## src/rtl/pipe_skid_stage.sv

```systemverilog
// Two-entry skid-buffer pipeline stage with valid/ready handshake and synchronous flush.
// o_valid/o_ready are direct state-register bits, so neither output depends combinationally on i_ready.
module pipe_skid_stage #(
  parameter int DW = 64
) (
  input  logic          CLK,
  input  logic          RST,
  input  logic          i_flush,
  input  logic          i_valid,
  output logic          o_ready,
  input  logic [DW-1:0] i_data,
  output logic          o_valid,
  input  logic          i_ready,
  output logic [DW-1:0] o_data,
  output logic [1:0]    o_count
);

  // State encoding is {ready, valid}; each handshake output is one register bit.
  typedef enum logic [1:0] {
    ST_FULL  = 2'b01,
    ST_EMPTY = 2'b10,
    ST_BUSY  = 2'b11
  } state_e;

  state_e        state_q, state_d;
  logic [DW-1:0] main_q, main_d;
  logic [DW-1:0] skid_q, skid_d;
  logic          accept;
  logic          deliver;

  assign o_ready = state_q[1];
  assign o_valid = state_q[0];
  assign o_data  = main_q;
  assign o_count = {~state_q[1], state_q[1] & state_q[0]};

  assign accept  = i_valid & o_ready & ~i_flush;
  assign deliver = o_valid & i_ready;

  always_comb begin
    // NOTE: every signal gets a default before the case so no path leaves it unassigned (no latch).
    state_d = state_q;
    main_d  = main_q;
    skid_d  = skid_q;
    if (i_flush) begin
      // A deliver in the same cycle still completes downstream; the stage just ends up empty.
      state_d = ST_EMPTY;
    end else begin
      unique case (state_q)
        ST_EMPTY: begin
          if (accept) begin
            state_d = ST_BUSY;
            main_d  = i_data;
          end
        end
        ST_BUSY: begin
          if (accept && deliver) begin
            main_d = i_data;
          end else if (accept) begin
            state_d = ST_FULL;
            skid_d  = i_data;
          end else if (deliver) begin
            state_d = ST_EMPTY;
          end
        end
        ST_FULL: begin
          if (deliver) begin
            state_d = ST_BUSY;
            main_d  = skid_q;
          end
        end
        default: state_d = ST_EMPTY;
      endcase
    end
  end

  // NOTE: sequential state uses non-blocking assignments so all registers update from pre-edge values.
  always_ff @(posedge CLK or posedge RST) begin
    if (RST) state_q <= ST_EMPTY;
    else     state_q <= state_d;
  end

  // NOTE: payload registers are deliberately not reset; o_data is only meaningful while o_valid=1.
  always_ff @(posedge CLK) begin
    main_q <= main_d;
    skid_q <= skid_d;
  end

`ifdef NCPU_ENABLE_ASSERT
  a_full_not_ready: assert property (@(posedge CLK) disable iff (RST)
    (o_count == 2'd2) |-> !o_ready);
  a_idle_empty: assert property (@(posedge CLK) disable iff (RST)
    !o_valid |-> (o_count == 2'd0));
  a_ctrl_known: assert property (@(posedge CLK) disable iff (RST)
    !$isunknown({i_valid, i_ready, i_flush}))
    else $fatal(1, "unknown value on handshake/flush input");
`endif

endmodule
```

## config.mk

```make
export PLATFORM = sky130hd
export DESIGN_NAME = pipe_skid_stage
export DESIGN_NICKNAME = d
export VERILOG_FILES = /design/src/rtl/pipe_skid_stage.sv
export SDC_FILE = /design/constraint.sdc
export NUM_CORES = 1
export LEC_CHECK = 0
export BUFFER_PORTS_ARGS = -buffer_cell sky130_fd_sc_hd__buf_2
export CELL_PAD_IN_SITES_DETAIL_PLACEMENT = 1
export CELL_PAD_IN_SITES_GLOBAL_PLACEMENT = 1
export CORE_MARGIN = 5
export CORE_UTILIZATION = 47
export DETAILED_ROUTE_END_ITERATION = 7
export GPL_TIMING_DRIVEN = 1
export PLACE_DENSITY = 0.91
export SETUP_SLACK_MARGIN = 0.2
export SYNTH_ARGS = -nofsm -noshare
export SYNTH_HDL_FRONTEND = slang
export SYNTH_SLANG_ARGS = --single-unit
export TNS_END_PERCENT = 20
```

## constraint.sdc

```tcl
create_clock -name CLK -period 12.7 [get_ports CLK]
set_input_delay 1.905 -clock CLK [delete_from_list [all_inputs] [get_ports CLK]]
set_output_delay 1.905 -clock CLK [all_outputs]
set_load 0.01 [all_outputs]
```

* Word-level counts from Yosys, hierarchy flattened *
Index checks and enable logic that the tools add are counted.

word-level totals
  input port bits = 69
  output and inout bits = 68
  register bits = 130
  logic and storage cells = 36

cells by class
  equal/unequal tests = 10
  multiplexer cells = 11
  reductions and logical operators = 5
  bitwise gates (word level) = 7

operators by type and width
  kind                                           number
  2-to-1 mux 64 bit                              3
  one-hot mux 64 bit (3 select lines)            1
  2-to-1 mux 2 bit                               6
  != test 3 bit, second input constant           3
  AND reduction 4 bit                            2
  != test 2 bit, second input constant           3
  one-hot mux 2 bit (3 select lines)             1
  AND reduction 5 bit                            1
  AND 1 bit                                      4
  == test 2 bit, second input constant           2
  != test 4 bit, second input constant           1
  NOT 1 bit                                      3
  nonzero test 3 bit                             1
  == test 2 x 1 -> 1 bit, second input constant  1
  logical AND 1 bit                              1

* Depth between registers and ports, before layout *
Gate-level depths: netlist (run 1).

  depth after elaboration = 6
  gate-level depth with buffers = 6
  gate-level depth less buffers = 5

* Worst setup path before layout (run 1) *
OpenSTA, ideal clock, no wires.

  kind = input to register
  start point = in i_ready
  end point = reg skid_q[0] (enable)
  arrival time = 6.782 ns
  data required time = 12.121 ns
  library setup time = 0.579 ns
  stages = 2
  setup slack = 5.339 ns
  path buffers = 0
  cells stage by stage = a21boi_1 > nor3b_1

between the ends
  longest elaborated chain between the ends = 4

ends and longest elaborated chain
  item                                  line  source
  start: declaration                    13    input logic i_ready,
  AND 1 bit                             37    assign deliver = o_valid & i_ready;
  logical AND 1 bit                     56    if (accept && deliver) begin
  NOT 1 bit (no source line)            -
  AND reduction 4 bit (no source line)  -
  end signal: assignment                85    skid_q <= skid_d;
  end: declaration                      27    logic [DW-1:0] skid_q, skid_d;

No other way between the ends.
A chain may end at the register's enable or synchronous reset.

* Final worst setup path (run 1) *
  start point = reg state_q[1]
  end point = out o_count[0]

between the ends
  longest elaborated chain between the ends = 1

ends and longest elaborated chain
  item                      line  source
  start: declaration        25    state_e state_q, state_d;
  start signal: assignment  79    else state_q <= state_d;
  AND 1 bit                 34    assign o_count = {~state_q[1], state_q[1] & state_q[0]};
  end: declaration          15    output logic [1:0] o_count

No other way between the ends.

==> results of run 1 <==
[synthesized netlist by cell type, drive strengths merged]
library cell,count
dfstp,1
o22ai,1
dfrtp,1
and3,2
a2111oi,1
edfxtp,128
nand2,2
o311ai,1
buf,7
o21ai,3
ha,4
nand3b,1
inv,3
mux2,64
mux2i,2
nand3,1
nor2,1
nor3b,1
a21oi,1
a21boi,1
[routing by layer]
layer	GRT usage	wire (um)	vias up
met3	0.0614	602	14
met1	0.198	4140	1296
li1	-	-	1202
met2	0.285	5280	92
met5	0	0	-
met4	0.0641	159	0
[registers in the layout, summed over array words and instances (netlist names)]
register  cells
o_data       64
state_q       2
skid_q       64
[kinds of logic after synthesis]
kind of cell | Yosys count | synth area share
muxes | 66 | 0.152
adders and majority gates | 4 | 0.0103
and+or+nand+nor | 8 | 0.00977
DFF | 130 | 0.800
AOI/OAI and AO/OA | 8 | 0.0121
buffers and inverters | 10 | 0.0152
[where the power goes]
group / leakage [nW] / switching [mW] / internal, mW / total (mW)
clock network: 0.258 / 0.158 / 0.273 / 0.431
registers: 1.19 / 0.0247 / 0.568 / 0.593
logic: 0.866 / 0.123 / 0.0809 / 0.204
[worst reg2reg max path: cells and delay by family (launching register included)]
kind                       cells  cell delay, ps
adders and majority gates      1             450
DFF                            1             610
AOI/OAI and AO/OA              1             330
and+or+nand+nor                1             210
buffers and inverters          2             810
[how the worst max path moves through the flow]
| stage | from | end | cells after the start |
|---|---|---|---|
| floorplan | i_ready | skid_q[0] | 2 |
| global placement | i_valid | o_data[35] | 5 |
| detailed placement | i_valid | o_data[10] | 5 |
| CTS | state_q[1] | o_count[0] | 2 |
| global route | state_q[1] | o_count[0] | 2 |
| finish | state_q[1] | o_count[0] | 2 |
[area by class of cell]
| class | instances | area, um^2 | share of cell area |
|---|---|---|---|
| clock buffers | 21 | 429 | 0.0691 |
| clock inverters | 9 | 91.3 | 0.0147 |
| inverters | 3 | 11.3 | 0.00181 |
| multi-input cells | 86 | 916 | 0.148 |
| flip-flops and latches | 130 | 3890 | 0.627 |
| well taps | 136 | 170 | 0.0274 |
| repair buffers | 138 | 696 | 0.112 |
[metrics by stage]
stage	util	cells	total power, mW	setup slack (ps)	hold WS (ps)
2_1_floorplan	-	226	0.714	5340	508
6_report	0.607	523	1.23	9170	533
4_1_cts	0.607	523	1.24	9130	542
5_1_grt	0.607	523	1.29	9070	555
3_5_place_dp	0.556	493	0.810	9100	528
3_3_place_gp	0.556	493	0.793	9250	512
==> results.md, run 1 <==
- RR Startpoint: state_q[1]
- Top-area cell type share of the netlist area: 0.790
- Number of synthesized register bits: 130
- PortBufs: 136
- Clock sinks: 130
- Pwr Density: 198 nW/um^2
- Cts hold-fix bufs: 0
- CTS resizes: 0
- Max stage delay on crit path: between 600 and 700 ps
- Routed length per instance: 19.5 um
- Depth of the CTS H-tree: 4
- Synthesis-to-finish area growth: 27.6%
- Least-Margin Pin Slew: about 940 ps
- Worst clock skew: 7.90 ps
- Status: finished, final reports clean
- Root buf cell: clkbuf_8
- Worst skew pair latency: 510 ps
- Number of global-route vias before repair: 2925
- RSZ-0062 raised after global routing: no
- Slew Limit Fails: 0
- CP Capture Type: primary output
- Area leader, netlist: edfxtp_1
- Routed via count: approximately 2600
- 1st-iter DRT viols: 121
- Longest Clk Path Bufs: 2
- WL final: 10200 um
- Sequential-to-total area share from yosys stat: 0.800
- Post-CTS Setup Inserts: 0
- Gr usage total: 0.169
- Distinct cells, synth: 26
- Cts bufs inserted: 17
- Clk slew on worst S/H paths: about 60 ps
- Core region area: around 10000 um^2
- Worst hold path endpoint: o_data[5]
- Post-route cell area: 6210 um^2
- HP Class: reg -> reg
- CP Launch Type: flop
- # fillers: 965
- Setup-failing EPs final: 0
- CTS tree: yes
- Rel. slew slack: 0.376
- Grt total ovfl: 0
- Period Utilization, post-route: 0.278
- DR vias/cell: 4.98
- I/O pin count: 137
- Initial antenna violation count: 0
- Hold_sp: skid_q[5]
- Row cnt: 37
- Syn Inst Count: 226
- Die H: 112 um
- Critical path cell sequence: ha_1 > buf_2
- Initial Util: 0.476
- R2R cell count: 5
- Commonest non-fill, non-tap cell in the layout: buf_2
- Largest net degree at the start of global routing: 67
- Dpl hpwl: approximately 7000 um
- Mapped Avg Cell Area: roughly 22 um^2
- Most frequent cells in the layout: 136 x buf_2, 128 x edfxtp_1, 55 x mux2_2
- Yosys warnings: 0
- Area of the mapped netlist: 4870 um^2
- Detail Route Antenna Nets: 0
- Inserted Diodes: 0
- Capturing point of the worst reg2reg path: o_data[29]
- CP max FO: 7
- Placed Area: 5690 um^2
- Final GP Congestion: 0.790
- Synth area leaders: edfxtp_1 79%, mux2_2 13%, mux2_1 2.1%, ha_1 1.0%, buf_6 0.93%
- R2r setup slk: 9890 ps
- Slowest CP cell: dfstp_2
- Post-Syn Nets: 299
- Post-Route Setup TNS: 0 ps
- First-pass DRT Iterations: 4
- First-pass GRT wire length: 15900 um
- Final Hold Viols: 0
- CP top delay family: flip-flops
- Crit path time final: 3530 ps
- DRC viols: 0
- Hold path depth: 1
- Layout cells sized above 1: 0.576
- Buffers plus inverters on the worst setup path: 1
- Maximum VDD drop: roughly 0.00012 V
- Nets: 449
- Die Wd: 112 um
- Number of max-cap violations: 0
- Fmax: 283 MHz
- Setup Crit Path Kind: reg -> out
- Req. time, crit path: 10800 ps
- Critical path data arrival time: 1630 ps
- Die ar.: around 12000 um^2
- Lkg Pwr: around 2.3 nW
Power figures use the tool's default switching activity.
==> run 2: changes to the inputs <==
--- a/config.mk
+++ b/config.mk
@@ -9,10 +9,10 @@
 export CELL_PAD_IN_SITES_DETAIL_PLACEMENT = 1
 export CELL_PAD_IN_SITES_GLOBAL_PLACEMENT = 1
 export CORE_MARGIN = 5
-export CORE_UTILIZATION = 47
+export CORE_UTILIZATION = 39
 export DETAILED_ROUTE_END_ITERATION = 7
 export GPL_TIMING_DRIVEN = 1
-export PLACE_DENSITY = 0.91
+export PLACE_DENSITY = 0.81
 export SETUP_SLACK_MARGIN = 0.2
 export SYNTH_ARGS = -nofsm -noshare
 export SYNTH_HDL_FRONTEND = slang
==> constraint.sdc (replaced) <==
create_clock -name CLK -period 3.17 [get_ports CLK]
set_input_delay 0.4755 -clock CLK [delete_from_list [all_inputs] [get_ports CLK]]
set_output_delay 0.4755 -clock CLK [all_outputs]
set_load 0.01 [all_outputs]
==> results.md, run 2 (same netlist as run 1, synthesis figures left out) <==
- Clock sinks: 130 (unchanged)
- Synthesis-to-finish area growth: 30.2%
- Max stage delay on crit path: 610 ps (about the same)
- Post-CTS Setup Inserts: 0 (unchanged)
- Commonest non-fill, non-tap cell in the layout: buf_2
- Setup Crit Path Kind: reg -> reg
- Worst hold path endpoint: skid_q[11]
- Final GP Congestion: 0.705 (-11%)
- Die Wd: 122 um (+8.9%)
- First-pass GRT wire length: 16200 um (+1.9%)
- Clk slew on worst S/H paths: 50 ps (about the same)
- DR vias/cell: 4.67 (-6.2%)
- Placed Area: 5800 um^2 (+1.9%)
- CP Capture Type: flop
- Largest net degree at the start of global routing: 35 (-48%)
- Detail Route Antenna Nets: 0 (unchanged)
- Initial antenna violation count: 0 (unchanged)
- Capturing point of the worst reg2reg path: o_data[7]
- Period Utilization, post-route: 0.751
- Slowest CP cell: dfstp_2
- Hold_sp: i_data[11]
- Req. time, crit path: 3250 ps (-7550 ps)
- Post-Route Setup TNS: 0 ps (unchanged)
- DRC viols: 0 (unchanged)
- CP max FO: 33 (+26)
- Row cnt: 40 (+8.1%)
- Longest Clk Path Bufs: 2 (unchanged)
- Routed length per instance: 18.7 um (-4.0%)
- WL final: 10400 um (+2.6%)
- First-pass DRT Iterations: 4 (unchanged)
- HP Class: in -> reg
- Rel. slew slack: 0.685 (+0.309)
- R2R cell count: 5 (unchanged)
- Setup-failing EPs final: 0 (unchanged)
- RSZ-0062 raised after global routing: no
- PortBufs: 136 (unchanged)
- Slew Limit Fails: 0 (unchanged)
- Final Hold Viols: 0 (unchanged)
- I/O pin count: 137 (unchanged)
- Number of max-cap violations: 0 (unchanged)
- Most frequent cells in the layout: 136 x buf_2, 128 x edfxtp_1, 55 x mux2_2
- Fmax: 420 MHz
- Depth of the CTS H-tree: 4 (unchanged)
- Cts bufs inserted: 17 (unchanged)
- Dpl hpwl: 7350 um (+5.3%)
- Worst clock skew: 5.64 ps (-2.26 ps)
- Die H: 122 um (+8.9%)
- Critical path data arrival time: 2460 ps (+830 ps)
- Worst skew pair latency: 400 ps (-110 ps)
- R2r setup slk: 790 ps (-9100 ps)
- CP Launch Type: flop
- Pwr Density: 791 nW/um^2 (+300%)
- Root buf cell: clkbuf_16
- Least-Margin Pin Slew: 472 ps (-464 ps)
- Critical path cell sequence: inv_1 > ha_4 > o21ai_0 > and3_4 > buf_4
- CTS tree: yes
- Post-route cell area: 6340 um^2 (+2.1%)
- Inserted Diodes: 0 (unchanged)
- Routed via count: 2611 (+0.27%)
- Gr usage total: 0.147 (-0.0218)
- Lkg Pwr: 2.35 nW (+1.4%)
- Crit path time final: ~2400 ps
- # fillers: 1196 (+24%)
- Layout cells sized above 1: 0.586 (+0.00945)
- Maximum VDD drop: 0.000367 V (+210%)
- Grt total ovfl: 0 (unchanged)
- Status: finished, final reports clean
- Initial Util: 0.402 (-0.0738)
- Core region area: 12100 um^2 (+18%)
- 1st-iter DRT viols: 154 (+27%)
- Number of global-route vias before repair: 3057 (+4.5%)
- Nets: 454 (+1.1%)
- Die ar.: 14800 um^2 (+19%)
- RR Startpoint: state_q[1]
- Hold path depth: 1 (unchanged)
-- run 2: final cells by class --
class	instances	area [um^2]	share of cell area
Clock inverter	8	90.1	0.0142
Inverter	3	11.3	0.00178
Clock buffer	21	440	0.0695
Timing Repair Buffer	143	748	0.118
Tap cell	168	210	0.0332
Multi-Input combinational cell	86	942	0.149
Sequential cell	130	3890	0.615
-- run 2: per-layer routing --
| layer | up-vias | GRT usage | part of all wire |
|---|---|---|---|
| met5 | - | 0 | 0 |
| met4 | 0 | 0.0588 | 0.0070 |
| met3 | 7 | 0.0478 | 0.060 |
| met2 | 98 | 0.268 | 0.54 |
| met1 | 1291 | 0.157 | 0.40 |
| li1 | 1215 | - | - |
-- run 2: worst max path at each step --
stage,from,end,slack [ps],cells past startpoint
2_1_floorplan,state_q[1],skid_q[0],80,3
3_3_place_gp,state_q[1],o_data[4],810,5
3_5_place_dp,state_q[1],o_data[5],730,5
4_1_cts,state_q[1],o_data[9],720,5
5_1_grt,state_q[1],o_data[43],590,5
6_report,state_q[1],o_data[7],790,5
-- run 2: where the power goes --
part           internal (mW)  switching, mW  total (mW)  leakage [nW]
Clock                   1.13          0.646        1.78         0.257
Sequential              2.27          0.102        2.37          1.19
Combinational          0.360          0.501       0.861         0.900
-- run 2: worst max-delay path: cells and delay by family, from the launching register on --
kind                     cells  cell delay (ps)
flip-flops                   1              610
buffers and inverters        2              490
AND/OR/NAND/NOR              1              410
adder cells (fa/ha/maj)      1              320
AO/OA/AOI/OAI                1              210
-- run 2: what timing repair did --
action,4_1_cts,5_1_grt
resized for setup,0,0
hold endpoints to repair,1,0
hold buffers,1,0
-- run 2: metrics by stage --
step	hold WS, ps	power [mW]	cells	setup WS [ps]	util
finish	262	5.01	559	789	0.523
global route	232	5.25	559	589	0.523
CTS	238	5.10	559	720	0.523
detailed placement	333	3.29	529	729	0.479
global placement	328	3.24	529	806	0.479
floorplan	216	2.86	226	84.7	-
==> run 3: changes to the inputs <==
--- a/config.mk
+++ b/config.mk
@@ -9,10 +9,10 @@
 export CELL_PAD_IN_SITES_DETAIL_PLACEMENT = 1
 export CELL_PAD_IN_SITES_GLOBAL_PLACEMENT = 1
 export CORE_MARGIN = 5
-export CORE_UTILIZATION = 39
+export CORE_UTILIZATION = 43
 export DETAILED_ROUTE_END_ITERATION = 7
 export GPL_TIMING_DRIVEN = 1
-export PLACE_DENSITY = 0.81
+export PLACE_DENSITY = 0.84
 export SETUP_SLACK_MARGIN = 0.2
 export SYNTH_ARGS = -nofsm -noshare
 export SYNTH_HDL_FRONTEND = slang
==> constraint.sdc (replaced) <==
create_clock -name CLK -period 2.22 [get_ports CLK]
set_input_delay 0.333 -clock CLK [delete_from_list [all_inputs] [get_ports CLK]]
set_output_delay 0.333 -clock CLK [all_outputs]
set_load 0.01 [all_outputs]
==> results.md, run 3 (same netlist as run 1, synthesis figures left out) <==
- Status: finished, final reports clean
- Die H: 116 um (-4.4%)
- Depth of the CTS H-tree: 4 (unchanged)
- First-pass DRT Iterations: 5 (+1)
- Clock sinks: 130 (unchanged)
- Clk slew on worst S/H paths: 50 ps (about the same)
- Switch Pwr: 1.79 mW (+43%)
- Slowest CP cell: dfstp_2
- Initial Util: 0.443 (+0.0413)
- CP Capture Type: flop
- Final GP Congestion: 0.716 (+1.6%)
- CP max FO: 33 (unchanged)
- 1st-iter DRT viols: 127 (-18%)
- Max stage delay on crit path: 620 ps (about the same)
- Lkg Pwr: 2.35 nW (about the same)
- CP top delay family: flip-flops
- HP Class: in -> reg
- Nets: 453 (-0.22%)
- CP Launch Type: flop
- Most frequent cells in the layout: 136 x buf_2, 128 x edfxtp_1, 55 x mux2_2
- I/O pin count: 137 (unchanged)
- Maximum VDD drop: 0.000734 V (+100%)
- Worst clock skew: 6.55 ps (+0.914 ps)
- DRC viols: 0 (unchanged)
- Cts bufs inserted: 17 (unchanged)
- Req. time, crit path: 2320 ps (-930 ps)
- Rel. slew slack: 0.651 (-0.0345)
- Post-Route Setup TNS: 0 ps (unchanged)
- Synthesis-to-finish area growth: 29.8%
- Hold_ws: 110 ps (-152 ps)
- Routed length per instance: 19.4 um (+3.8%)
- Gr usage total: 0.163 (+0.0155)
- Layout cells sized above 1: 0.577 (-0.00915)
- Buffers plus inverters on the worst setup path: 2 (unchanged)
- WL final: 10300 um (-1.2%)
- Routed via count: 2635 (+0.92%)
- Initial antenna violation count: 0 (unchanged)
- Clock share of power: 0.345 (-0.010)
- Critical path cell sequence: inv_1 > ha_1 > nor2_1 > and3_2 > buf_12
- P_int: 5.28 mW (+40%)
- CTS tree: yes
- Fmax: 524 MHz (+25%)
- Longest Clk Path Bufs: 2 (unchanged)
- Setup Crit Path Kind: reg -> reg
- Slew Limit Fails: 0 (unchanged)
- Pwr Density: 1120 nW/um^2 (+42%)
- Largest net degree at the start of global routing: 66 (+89%)
- Detail Route Antenna Nets: 0 (unchanged)
- Commonest non-fill, non-tap cell in the layout: buf_2
- Switch share: 0.253 (+0.00360)
- RSZ-0062 raised after global routing: yes
- Period Utilization, post-route: 0.859 (+0.108)
- Combinational share of power: 0.177 (+0.005)
- PortBufs: 136 (unchanged)
- Row cnt: 38 (-5.0%)
- Root buf cell: clkbuf_16
- Worst skew pair latency: 410 ps (about the same)
- Crit path time final: 1910 ps (-473 ps)
- DR vias/cell: 4.95 (+6.0%)
- Core region area: 11000 um^2 (-9.3%)
- Final Hold Viols: 0 (unchanged)
- Number of max-cap violations: 0 (unchanged)
- Setup-failing EPs final: 0 (unchanged)
- Post-CTS Setup Inserts: 0 (unchanged)
- Grt total ovfl: 0 (unchanged)
- Inserted Diodes: 0 (unchanged)
- Number of global-route vias before repair: 2874 (-6.0%)
- Die ar.: 13500 um^2 (-8.6%)
- Critical path data arrival time: 2010 ps (-450 ps)
- Power share of the sequential group: 0.478 (+0.005)
- Dpl hpwl: 7040 um (-4.3%)
- First-pass GRT wire length: 15900 um (-1.6%)
- Die Wd: 116 um (-4.4%)
- Least-Margin Pin Slew: 524 ps (+51.7 ps)
run 3: cell type report:
| class | count | area [um^2] |
|---|---|---|
| well taps | 140 | 175 |
| clock inverters | 8 | 63.8 |
| flip-flops and latches | 130 | 3890 |
| multi-input cells | 86 | 938 |
| fillers | 1020 | 4670 |
| clock buffers | 23 | 448 |
| inverters | 3 | 11.3 |
| repair buffers | 142 | 786 |
run 3: worst paths after layout:
check | cells after the start | slack [ps] | endpoint | startpoint
setup reg to reg | 5 | 310 | o_data[41] | state_q[1]
setup / recovery | 5 | 310 | o_data[41] | state_q[1]
max in group asynchronous | 3 | 1700 | state_q[1] | RST
min in group asynchronous | 3 | 330 | state_q[0] | RST
hold reg to reg | 1 | 550 | o_data[58] | skid_q[58]
hold / removal | 1 | 110 | skid_q[49] | i_data[49]
run 3: power groups by stage:
stage | Sequential [mW] | Combinational (mW) | Clock [mW]
after floorplan | 3.57 | 0.518 | 0
after detailed placement | 3.44 | 1.27 | 0
after global routing | 3.42 | 1.37 | 2.64
after global placement | 3.40 | 1.23 | 0
after CTS | 3.40 | 1.28 | 2.50
final | 3.38 | 1.25 | 2.44
run 3: layer usage:
metal | vias up | global-route usage | wire, um
met1 | 1309 | 0.200 | 4220
met3 | 18 | 0.0528 | 693
met2 | 93 | 0.265 | 5220
met4 | 0 | 0.0696 | 180
li1 | 1215 | - | -
met5 | - | 0 | 0
run 3: timing repair:
action	CTS	global route
hold endpoints to repair	2	0
endpoints found under the setup margin	66	67
gates resized for setup	1	2
pin swaps	0	0
hold buffers	1	0
run 3: stage by stage:
| step | power, mW | setup WS, ps | utilization | cell area (um^2) | instances |
|---|---|---|---|---|---|
| floorplan | 4.09 | -865 | - | 4890 | 226 |
| global placement | 4.63 | 169 | 0.527 | 5790 | 500 |
| detailed placement | 4.71 | 83.9 | 0.527 | 5790 | 500 |
| CTS | 7.18 | 254 | 0.575 | 6310 | 532 |
| global route | 7.43 | 184 | 0.575 | 6320 | 532 |
| finish | 7.07 | 312 | 0.575 | 6320 | 532 |
